[config.mk]
export PLATFORM = sky130hd
export DESIGN_NAME = booth_seq_multiplier
export DESIGN_NICKNAME = d
export VERILOG_FILES = /design/src/rtl/booth_pkg.sv /design/src/rtl/booth_digit_recoder.sv /design/src/rtl/booth_seq_multiplier.sv
export SDC_FILE = /design/constraint.sdc
export NUM_CORES = 1
export LEC_CHECK = 0
export BUFFER_PORTS_ARGS = -buffer_cell sky130_fd_sc_hd__buf_2
export CORE_MARGIN = 2
export CORE_UTILIZATION = 40
export CTS_CLUSTER_DIAMETER = 40
export DETAILED_ROUTE_END_ITERATION = 10
export GPL_TIMING_DRIVEN = 0
export PLACE_DENSITY = 0.69
export SETUP_SLACK_MARGIN = 0.3
export SYNTH_ARGS = -nofsm -noshare
export SYNTH_HDL_FRONTEND = slang
export SYNTH_SLANG_ARGS = --single-unit
[constraint.sdc]
create_clock -name clk -period 6.6 [get_ports clk]
set_input_delay 1.32 -clock clk [delete_from_list [all_inputs] [get_ports clk]]
set_output_delay 1.32 -clock clk [all_outputs]
set_load 0.02 [all_outputs]
[src/rtl/booth_pkg.sv]
// booth_pkg: shared FSM state and Booth digit encoding for the sequential multiplier
package booth_pkg;
  typedef enum logic [1:0] {IDLE, CALC, DONE} state_t;
  typedef struct packed {
    logic zero;
    logic neg;
    logic two;
  } booth_digit_t;
endpackage

[src/rtl/booth_digit_recoder.sv]
// booth_digit_recoder: radix-4 Booth digit to {zero, neg, two}
module booth_digit_recoder
  import booth_pkg::*;
(
  input  logic [2:0]   digit,
  output booth_digit_t rec
);
  always_comb begin
    rec.zero = (digit == 3'b000) || (digit == 3'b111);
    rec.neg  = digit[2];
    rec.two  = (digit == 3'b011) || (digit == 3'b100);
  end
endmodule

[src/rtl/booth_seq_multiplier.sv]
// booth_seq_multiplier: one radix-4 Booth digit per cycle, signed or unsigned operands
module booth_seq_multiplier
  import booth_pkg::*;
#(
  parameter int WIDTH = 16
) (
  input  logic               clk,
  input  logic               rst,
  input  logic               in_valid,
  output logic               in_ready,
  input  logic [WIDTH-1:0]   a,
  input  logic [WIDTH-1:0]   b,
  input  logic               is_signed,
  output logic               out_valid,
  input  logic               out_ready,
  output logic [2*WIDTH-1:0] product
);
  localparam int NDIG = WIDTH / 2 + 1;
  localparam int ACCW = 2 * WIDTH + 4;
  localparam int CW   = $clog2(NDIG + 1);
  state_t             state, state_n;
  logic [CW-1:0]      cnt;
  logic [ACCW-1:0]    acc, mcand, pp_mag, pp;
  logic [WIDTH+2:0]   bsh;
  logic [2*WIDTH-1:0] prod_r;
  logic               last;
  booth_digit_t       dig;
  booth_digit_recoder u_rec (.digit(bsh[2:0]), .rec(dig));
  assign last      = cnt == CW'(NDIG);
  assign in_ready  = (state == IDLE) && !rst;
  assign out_valid = state == DONE;
  assign product   = prod_r;
  always_comb begin
    pp_mag  = dig.two ? mcand << 1 : mcand;
    pp      = dig.zero ? '0 : dig.neg ? -pp_mag : pp_mag;
    state_n = state == IDLE ? (in_valid ? CALC : IDLE) :
              state == CALC ? (last ? DONE : CALC) :
              (out_ready ? IDLE : DONE);
  end
  // multiplicand shifts by 2 each digit so the partial product lands at weight 4^i;
  // one extra CALC cycle with cnt == NDIG registers the product
  always_ff @(posedge clk) begin
    if (rst) begin
      state  <= IDLE;
      cnt    <= '0;
      acc    <= '0;
      mcand  <= '0;
      bsh    <= '0;
      prod_r <= '0;
    end else begin
      state <= state_n;
      if (state == IDLE && in_valid) begin
        mcand <= {{(ACCW-WIDTH){is_signed & a[WIDTH-1]}}, a};
        bsh   <= {{2{is_signed & b[WIDTH-1]}}, b, 1'b0};
        acc   <= '0;
        cnt   <= '0;
      end else if (state == CALC) begin
        if (last) prod_r <= acc[2*WIDTH-1:0];
        else begin
          acc   <= acc + pp;
          mcand <= mcand << 2;
          bsh   <= bsh >> 2;
          cnt   <= cnt + 1'b1;
        end
      end
    end
  end
endmodule

==> flow_metrics.env, run 1 <==
export IMPL_outcome="completed"
export IMPL_first_global_vias=7811
export IMPL_syn_mean_instance_area_sq_um=7.13
export IMPL_synthArstFlopShare_pct=0
export IMPL_clock_root_buffer="clkbuf_16"
export IMPL_grt_max_degree=17
export IMPL_clk_latency_ns=0.44
export IMPL_port_buffers=70
export IMPL_first_pass_iters=7
export IMPL_yosys_mux_area_fraction_pct=1.02
export IMPL_worst_slew_pin_transition_ns=0.894
export IMPL_final_period_utilization_pct=90.5
export IMPL_power_density_nw_per_um2=257
export IMPL_fillers=2011
export IMPL_dieArea_sq_um=21300
export IMPL_clkSlewWorstSetupHoldPaths_ns=0.06
export IMPL_synth_cell_types=70
export IMPL_synth_seq_cells=120
export IMPL_hp_class="reg2reg"
export IMPL_via_per_inst=5.72
export IMPL_start_kind="flop"
export IMPL_nets=1295
export IMPL_final_area_sq_um=9350
export IMPL_wl_um=24800
export IMPL_ant_nets=0
export IMPL_hold_viol_final=0
export IMPL_grt_pass1_wl_um=40300
export IMPL_syn_nets=1202
export IMPL_grt_overflow=0
export IMPL_yosysTopAreaCell="dfxtp_1"
export IMPL_grt_antenna_before_repair=0
export IMPL_wire_per_inst_um=16.5
export IMPL_cts_hold_buf=0
export IMPL_die_x_um=146
export IMPL_dp_hpwl_um=18200
export IMPL_cp_end_kind="flop"
export IMPL_maxSlewHeadroom_pct=40.2
export IMPL_crit_arrival_ns=6.25
export IMPL_yosys_area_share_simple_pct=25.0
export IMPL_p_total_mw=2.40
export IMPL_synth_top_cells_by_count="nand2_1 (230), dfxtp_1 (120), nor2_1 (116)"
export IMPL_synth_top_area_share_pct=29.8
export IMPL_synth_warnings=0
export IMPL_ys_flop_type="dfxtp_1"
export IMPL_clock_sinks=120
export IMPL_ios=71
export IMPL_num_vias=8580
export IMPL_leakagePower_nw=3.61
export IMPL_seq_area_frac_synth_pct=29.8
export IMPL_gr_usage_all_layers_pct=23.2
export IMPL_report_final_slew_viol_count=0
export IMPL_cts_tree="yes"
export IMPL_setup_viol=0
export IMPL_syn2layout_area_growth_pct=16.0
export IMPL_floorplan_initialDensity_pct=41.1
export IMPL_synthCells=1130
export IMPL_synth_area_sq_um=8060
export IMPL_cp_required_ns=6.88
export IMPL_max_freq_mhz=167
export IMPL_vdd_drop_max_uv=203
export IMPL_drive_gt1_share_pct=10.6
export IMPL_yosys_area_share_adder_pct=5.53
export IMPL_path_class="reg2reg"
export IMPL_rows=51
export IMPL_antenna_cells=0
export IMPL_yosysMostFrequentCell="nand2_1"
export IMPL_ctsHtreeMaxLevel=4
export IMPL_synth_area_top_cells="dfxtp_1 (30%), nand2_1 (11%), a21oi_1 (6.3%)"
export IMPL_rsz0062_at_grt="false"
export IMPL_synth_compound_area_share_pct=28.0
export IMPL_synth_top_family_by_area="compound AO/OA/AOI/OAI gates"
export IMPL_fin_util_pct=47.7
export IMPL_regArea_sq_um=2400
export IMPL_place_area_sq_um=8740
export IMPL_cts_inserted_buffers=17
export IMPL_drv_cap=0
export IMPL_path_max_fanout=10
export IMPL_min_period_ns=5.97
export IMPL_dieHeight_um=146
export IMPL_synthXorXnorAreaFrac_pct=5.32
export IMPL_finalClockSkew_ns=0.00943
export IMPL_clockBufferDepth=2
export IMPL_synth_edf_count=0
export IMPL_multi_input_area_sq_um=5270
export IMPL_drt_initial_drc_count=804
export IMPL_gp_congestion=0.940
export IMPL_drcViolationCount=0
export IMPL_core_sq_um=19600
logic make-up after synthesis:
kind of cell,Yosys count
XOR/XNOR,49
buffers and inverters,107
multiplexers,8
AND/OR/NAND/NOR,458
AO/OA/AOI/OAI,353
flip-flops,120
adder cells (fa/ha/maj),35
layout by cell type, fill, tap and decap left out, types with 5 or more instances in the layout:
master      instances
clkinvlp_4          5
xor2_1             25
a311oi_1           32
nor2b_1            12
inv_1              13
o21ai_1            11
nand2_1           230
a21o_1             16
a31oi_1             7
nor3_1             16
ha_1               34
nand3_1            27
o21a_1              6
o221ai_1            8
nor2_1            115
a211o_1             5
nand2b_1           10
nand3b_1            5
o31ai_1             5
and2_1              5
clkbuf_1           83
buf_2              73
a211oi_1           26
a22o_1              5
a22oi_1             8
a21oi_1           102
o21ai_0            85
mux2i_1             6
dfxtp_1           120
clkbuf_16          17
xnor2_1            24
through the flow:
stage | setup TNS (ns) | setup WS (ns) | hold WS [ns] | cells
floorplan | 0 | 1.11 | 0.432 | 1130
global placement | -1.82 | -0.521 | 0.441 | 1465
detailed placement | -1.87 | -0.561 | 0.445 | 1465
CTS | 0 | 0.353 | 0.453 | 1496
global route | 0 | 0.330 | 0.465 | 1500
finish | 0 | 0.629 | 0.450 | 1500
path summary, 6_finish.rpt:
kind	to	startpoint	slack, ns	cells after the start
setup / recovery	acc[31]	bsh[0]	0.63	20
hold / removal	product[5]	product[5]	0.45	2
setup reg to reg	acc[31]	bsh[0]	0.63	20
hold reg to reg	product[5]	product[5]	0.45	2
layout make-up:
type | count | area share (%)
Sequential cell | 120 | 25.7
Multi-Input combinational cell | 903 | 56.4
Clock buffer | 21 | 4.93
Clock inverter | 10 | 0.790
Timing Repair Buffer | 74 | 4.07
Tap cell | 265 | 3.55
Inverter | 13 | 0.522
Buffer | 94 | 4.06
sequential cells by signal, indices dropped and copies added, names as in the netlist:
name and cells:
acc 32, bsh 18, cnt 4, mcand 32, product 32, state 2
critical path, cell delays in order (launching register included):
cell,delay [ns]
dfxtp_1,0.35
buf_2,0.20
buf_1,0.25
o311ai_0,0.76
nand3_1,0.31
nand4bb_2,0.40
nand4bb_2,0.41
a2111oi_2,0.49
mux2_1,0.37
a211oi_1,0.32
ha_1,0.35
nand2_1,0.11
nand2b_1,0.07
a221o_1,0.35
a21oi_1,0.15
o31ai_1,0.13
a221oi_1,0.28
o21ba_2,0.18
xnor2_1,0.14
a21o_1,0.14
a21oi_1,0.05
power breakdown:
group	switching [mW]	internal, mW	total [mW]
clock network	0.357	0.497	0.853
registers	0.0415	0.776	0.817
logic	0.481	0.253	0.734
what timing repair did:
action / CTS / global route
pin swaps: 0 / 2
resized for setup: 8 / 7
endpoints found under the setup margin: 9 / 9
setup buffers: 0 / 4
routing by layer:
| metal | routed length (um) | track usage (%) | part of all wire [%] | vias up |
|---|---|---|---|---|
| met4 | 490 | 8.77 | 2.0 | 0 |
| met5 | 0 | 0 | 0 | - |
| met2 | 11100 | 35.8 | 45 | 299 |
| met1 | 11600 | 31.8 | 47 | 4025 |
| li1 | - | - | - | 4208 |
| met3 | 1700 | 4.86 | 6.8 | 48 |
(Power assumes the default switching activity.)
==> run 2: changes to the inputs <==
- RECOVER_POWER: default -> 100
- clock period: 6.6 -> 7.04 ns (I/O delays scaled with it)
==> run 2 against run 1 <==
Effect of this change: sequential cell count unchanged; critical path depth is 3 higher; register-to-register slack got worse by 0.03 ns; combinational power fell by 7.2%; critical path type unchanged; critical endpoint unchanged.
==> flow_metrics.env, run 2 (synthesis results as in run 1) <==
export IMPL_outcome="completed"
export IMPL_cts_inserted_buffers=17
export IMPL_gr_usage_all_layers_pct=23.2
export IMPL_antenna_cells=0
export IMPL_floorplan_initialDensity_pct=41.1
export IMPL_swShare_pct=36.7
export IMPL_endpoint="acc[31]"
export IMPL_combinationalPowerShare_pct=30.3
export IMPL_path_max_fanout=10
export IMPL_fin_util_pct=47.3
export IMPL_drt_initial_drc_count=744
export IMPL_grt_overflow=0
export IMPL_power_density_nw_per_um2=243
export IMPL_path_buf_inv=2
export IMPL_path_cells="clkbuf_1, nor3b_4, nor2_4, clkbuf_2, mux2i_1, ha_1, nand3_1, nand4bb_1, nand4bb_1, a2111oi_2, mux2_1, a211oi_1, ha_1, nand2_1, nand2b_1, a221o_1, a21oi_1, o31ai_1, a221oi_1, o21ba_2, xnor2_1, a21o_1, a21oi_1"
export IMPL_drive_gt1_share_pct=7.23
export IMPL_grt_use_met2_pct=35.8
export IMPL_cp_end_kind="flop"
export IMPL_setup_viol=0
export IMPL_cp_top_family="compound AO/OA/AOI/OAI gates"
export IMPL_crit_path_start="bsh[1]"
export IMPL_crit_arrival_ns=6.73
export IMPL_power_switching_uw=825
export IMPL_hp_class="reg2reg"
export IMPL_use_met1_pct=31.8
export IMPL_core_sq_um=19600
export IMPL_worst_path_stages=23
export IMPL_gp_congestion=0.940
export IMPL_grt_antenna_before_repair=0
export IMPL_drcViolationCount=0
export IMPL_first_pass_iters=6
export IMPL_min_period_ns=6.44
export IMPL_wire_per_inst_um=16.6
export IMPL_nets=1291
export IMPL_dieArea_sq_um=21300
export IMPL_report_final_slew_viol_count=0
export IMPL_ctsHtreeMaxLevel=4
export IMPL_reg2reg_depth=23
export IMPL_gr_usage_met3_pct=4.86
export IMPL_first_global_vias=7806
export IMPL_cts_resized=3
export IMPL_port_buffers=70
export IMPL_p_clk_share_pct=35.7
export IMPL_max_stage_delay_ns=0.53
export IMPL_cts_tree="yes"
export IMPL_seqPwrFrac_pct=34.1
export IMPL_clock_sinks=120
export IMPL_dieHeight_um=146
export IMPL_drv_cap=0
export IMPL_wl_um=24800
export IMPL_rsz0062_at_grt="true"
export IMPL_vdd_drop_max_uv=193
export IMPL_rows=51
export IMPL_final_cell_mix="nand2_1 (230), dfxtp_1 (120), clkbuf_1 (119)"
export IMPL_dp_hpwl_um=18200
export IMPL_r2r_start="bsh[1]"
export IMPL_start_kind="flop"
export IMPL_maxSlewHeadroom_pct=44.9
export IMPL_syn2layout_area_growth_pct=14.9
export IMPL_layout_commonest_cell="nand2_1"
export IMPL_cts_hold_buf=0
export IMPL_num_vias=8539
export IMPL_clock_root_buffer="clkbuf_16"
export IMPL_reg2reg_slack_ns=0.60
export IMPL_reg2reg_to="acc[31]"
export IMPL_grt_max_degree=17
export IMPL_ant_nets=0
export IMPL_ios=71
export IMPL_path_class="reg2reg"
export IMPL_clk_latency_ns=0.44
export IMPL_via_per_inst=5.71
export IMPL_clockBufferDepth=2
export IMPL_clkSlewWorstSetupHoldPaths_ns=0.06
export IMPL_top_usage_layer="met2"
export IMPL_final_period_utilization_pct=91.5
export IMPL_hold_ws_ns=0.453
export IMPL_grt_pass1_wl_um=40200
export IMPL_power_internal_mw=1.42
export IMPL_hold_viol_final=0
export IMPL_p_total_mw=2.25
export IMPL_crit_slowest_cell="a2111oi_2"
export IMPL_postCtsSetupBuffers=0
export IMPL_die_x_um=146
export IMPL_max_freq_mhz=155
export IMPL_finalClockSkew_ns=0.00746
export IMPL_worst_slew_pin_transition_ns=0.824
export IMPL_cp_required_ns=7.33
export IMPL_leakagePower_nw=3.44
-- run 2: worst min path at each step --
stage | depth (start not counted) | startpoint | endpoint
after floorplan | 2 | acc[31] | product[31]
after global placement | 2 | product[4] | product[4]
after detailed placement | 2 | product[18] | product[18]
after CTS | 2 | product[18] | product[18]
after global routing | 2 | product[5] | product[5]
final | 2 | product[18] | product[18]
-- run 2: per-stage QoR --
step | TNS (ns) | setup slack, ns | instances | instance area, sq um
after floorplan | 0 | 1.55 | 1130 | 8060
after global routing | 0 | 0.216 | 1496 | 9260
final | 0 | 0.596 | 1496 | 9260
after global placement | -0.198 | -0.0810 | 1465 | 8740
after detailed placement | -0.217 | -0.121 | 1465 | 8740
after CTS | 0 | 0.347 | 1496 | 9280
-- run 2: layer usage --
metal  share of wire [%]  up-vias
li1                    -     4209
met1                  46     3967
met2                  44      316
met3                 7.7       47
met4                 1.9        0
met5                   0        -
-- run 2: area by class of cell --
type                            instances  area [sq um]
Buffer                                 94           375
Multi-Input combinational cell        903          5260
Timing Repair Buffer                   70           307
Inverter                               13          48.8
Clock inverter                         10          73.8
Fill cell                            2036         10300
Sequential cell                       120          2400
Clock buffer                           21           460
Tap cell                              265           332
-- run 2: tightest hold or removal path: cells and delay by family (launching register included) --
kind / cells / cell delay [ns]
AOI/OAI and AO/OA: 1 / 0.05
DFF: 1 / 0.31
and+or+nand+nor: 1 / 0.05
-- run 2: power by group through the flow --
stage	registers, mW	logic [mW]	clock network (mW)
global route	0.772	0.750	0.844
floorplan	0.767	0.491	0
detailed placement	0.778	0.659	0
finish	0.766	0.681	0.802
global placement	0.777	0.649	0
CTS	0.764	0.664	0.807
==> run 3: changes to the inputs <==
- CORE_MARGIN: 2 -> default
==> run 3 against run 2 <==
Effect of this change: design area is 0.86% higher; worst setup slack worse by 0.025 ns; clock-buffer cell count is 1 lower; wire length hardly changed; sequential power hardly changed; utilization is 0.41 points higher; clock power is 14% higher.
==> flow_metrics.env, run 3 (synthesis results as in run 1) <==
export IMPL_worst_slew_pin_transition_ns=0.880
export IMPL_crit_arrival_ns=6.75
export IMPL_nets=1291
export IMPL_dieHeight_um=144
export IMPL_layout_commonest_cell="nand2_1"
export IMPL_ios=71
export IMPL_fin_setup_tns_ns=0
export IMPL_via_per_inst=5.66
export IMPL_max_freq_mhz=155
export IMPL_syn2layout_area_growth_pct=15.9
export IMPL_hold_viol_final=0
export IMPL_antenna_cells=0
export IMPL_num_vias=8479
export IMPL_clock_sinks=120
export IMPL_path_max_fanout=10
export IMPL_outcome="completed"
export IMPL_gr_usage_all_layers_pct=24.8
export IMPL_fin_util_pct=47.7
export IMPL_postCtsSetupBuffers=0
export IMPL_cp_required_ns=7.32
export IMPL_clk_latency_ns=0.43
export IMPL_port_buffers=70
export IMPL_ant_nets=0
export IMPL_power_density_nw_per_um2=253
export IMPL_dieArea_sq_um=20700
export IMPL_final_cell_mix="nand2_1 (230), dfxtp_1 (120), clkbuf_1 (119)"
export IMPL_floorplan_initialDensity_pct=41.1
export IMPL_cts_inserted_buffers=17
export IMPL_first_global_vias=7762
export IMPL_rsz0062_at_grt="false"
export IMPL_grt_overflow=0
export IMPL_start_kind="flop"
export IMPL_grt_max_degree=17
export IMPL_first_pass_iters=7
export IMPL_grt_antenna_before_repair=0
export IMPL_drcViolationCount=0
export IMPL_power_switching_uw=823
export IMPL_wl_um=24800
export IMPL_leakagePower_nw=3.48
export IMPL_grt_pass1_wl_um=39600
export IMPL_top_usage_layer="met2"
export IMPL_swShare_pct=34.9
export IMPL_hp_class="reg2reg"
export IMPL_p_clk_share_pct=38.7
export IMPL_hold_ws_ns=0.453
export IMPL_gp_congestion=0.940
export IMPL_gr_usage_met3_pct=5.06
export IMPL_vdd_drop_max_uv=166
export IMPL_maxSlewHeadroom_pct=41.1
export IMPL_cp_end_kind="flop"
export IMPL_combinationalPowerShare_pct=28.9
export IMPL_final_period_utilization_pct=91.9
export IMPL_seqPwrFrac_pct=32.4
export IMPL_use_met1_pct=32.7
export IMPL_power_internal_mw=1.54
export IMPL_clkSlewWorstSetupHoldPaths_ns=0.06
export IMPL_drv_cap=0
export IMPL_place_area_sq_um=8740
export IMPL_min_period_ns=6.47
export IMPL_dp_hpwl_um=18200
export IMPL_ctsHtreeMaxLevel=4
export IMPL_final_area_sq_um=9340
export IMPL_clock_root_buffer="clkbuf_16"
export IMPL_drive_gt1_share_pct=7.22
export IMPL_worst_slack_ns=0.571
export IMPL_cts_tree="yes"
export IMPL_pre_cts_slack_ns=-0.208
export IMPL_drt_initial_drc_count=755
export IMPL_report_final_slew_viol_count=0
export IMPL_finalClockSkew_ns=0.0105
export IMPL_clockBufferDepth=2
export IMPL_die_x_um=144
export IMPL_grt_use_met2_pct=39.7
export IMPL_wire_per_inst_um=16.5
export IMPL_path_class="reg2reg"
export IMPL_core_sq_um=19600
export IMPL_setup_viol=0
export IMPL_rows=51
[run 3: layer usage]
layer	vias to the layer above	wire (um)
met5	-	0
li1	4198	-
met3	50	1690
met4	0	545
met2	310	11000
met1	3921	11500
[run 3: stage by stage]
stage,power (mW),instances
after floorplan,1.26,1130
after detailed placement,1.44,1465
after global placement,1.43,1465
after CTS,2.35,1497
after global routing,2.48,1497
final,2.36,1497
[run 3: what timing repair did]
action,4_1_cts,5_1_grt
hold buffers,0,0
gates resized for setup,4,5
setup endpoints to repair,4,5
[run 3: layout make-up]
type	instances	area [sq um]
Tap cell	265	332
Timing Repair Buffer	70	305
Clock buffer	20	457
Buffer	94	375
Clock inverter	12	163
Inverter	13	48.8
Multi-Input combinational cell	903	5260
Fill cell	2053	10200
Sequential cell	120	2400
[run 3: worst max-delay path, cell delays in order, from the launching register on]
cell and delay, ns:
dfxtp_1 0.34, clkbuf_1 0.36, nor3b_4 0.16, nor2_4 0.32, clkbuf_2 0.36, mux2i_1 0.23
ha_1 0.26, nand3_1 0.21, nand4bb_1 0.42, nand4bb_1 0.47, a2111oi_2 0.55, mux2_1 0.37
a211oi_1 0.31, ha_1 0.35, nand2_1 0.10, nand2b_1 0.06, a221o_1 0.35, a21oi_1 0.15
o31ai_1 0.13, a221oi_1 0.28, o21ba_2 0.18, xnor2_1 0.14, a21o_1 0.14, a21oi_1 0.05
[run 3: worst paths after layout]
kind / startpoint / to / slack [ns] / cells after the start
max: bsh[1] / acc[31] / 0.57 / 23
min: product[0] / product[0] / 0.45 / 2
max reg2reg: bsh[1] / acc[31] / 0.57 / 23
min reg2reg: product[0] / product[0] / 0.45 / 2
[run 3: power groups by stage]
stage	clock, mW	sequential (mW)	combinational [mW]
finish	0.913	0.766	0.683
global route	0.958	0.771	0.751
CTS	0.925	0.764	0.665
detailed placement	0	0.778	0.661
global placement	0	0.777	0.650
floorplan	0	0.767	0.491
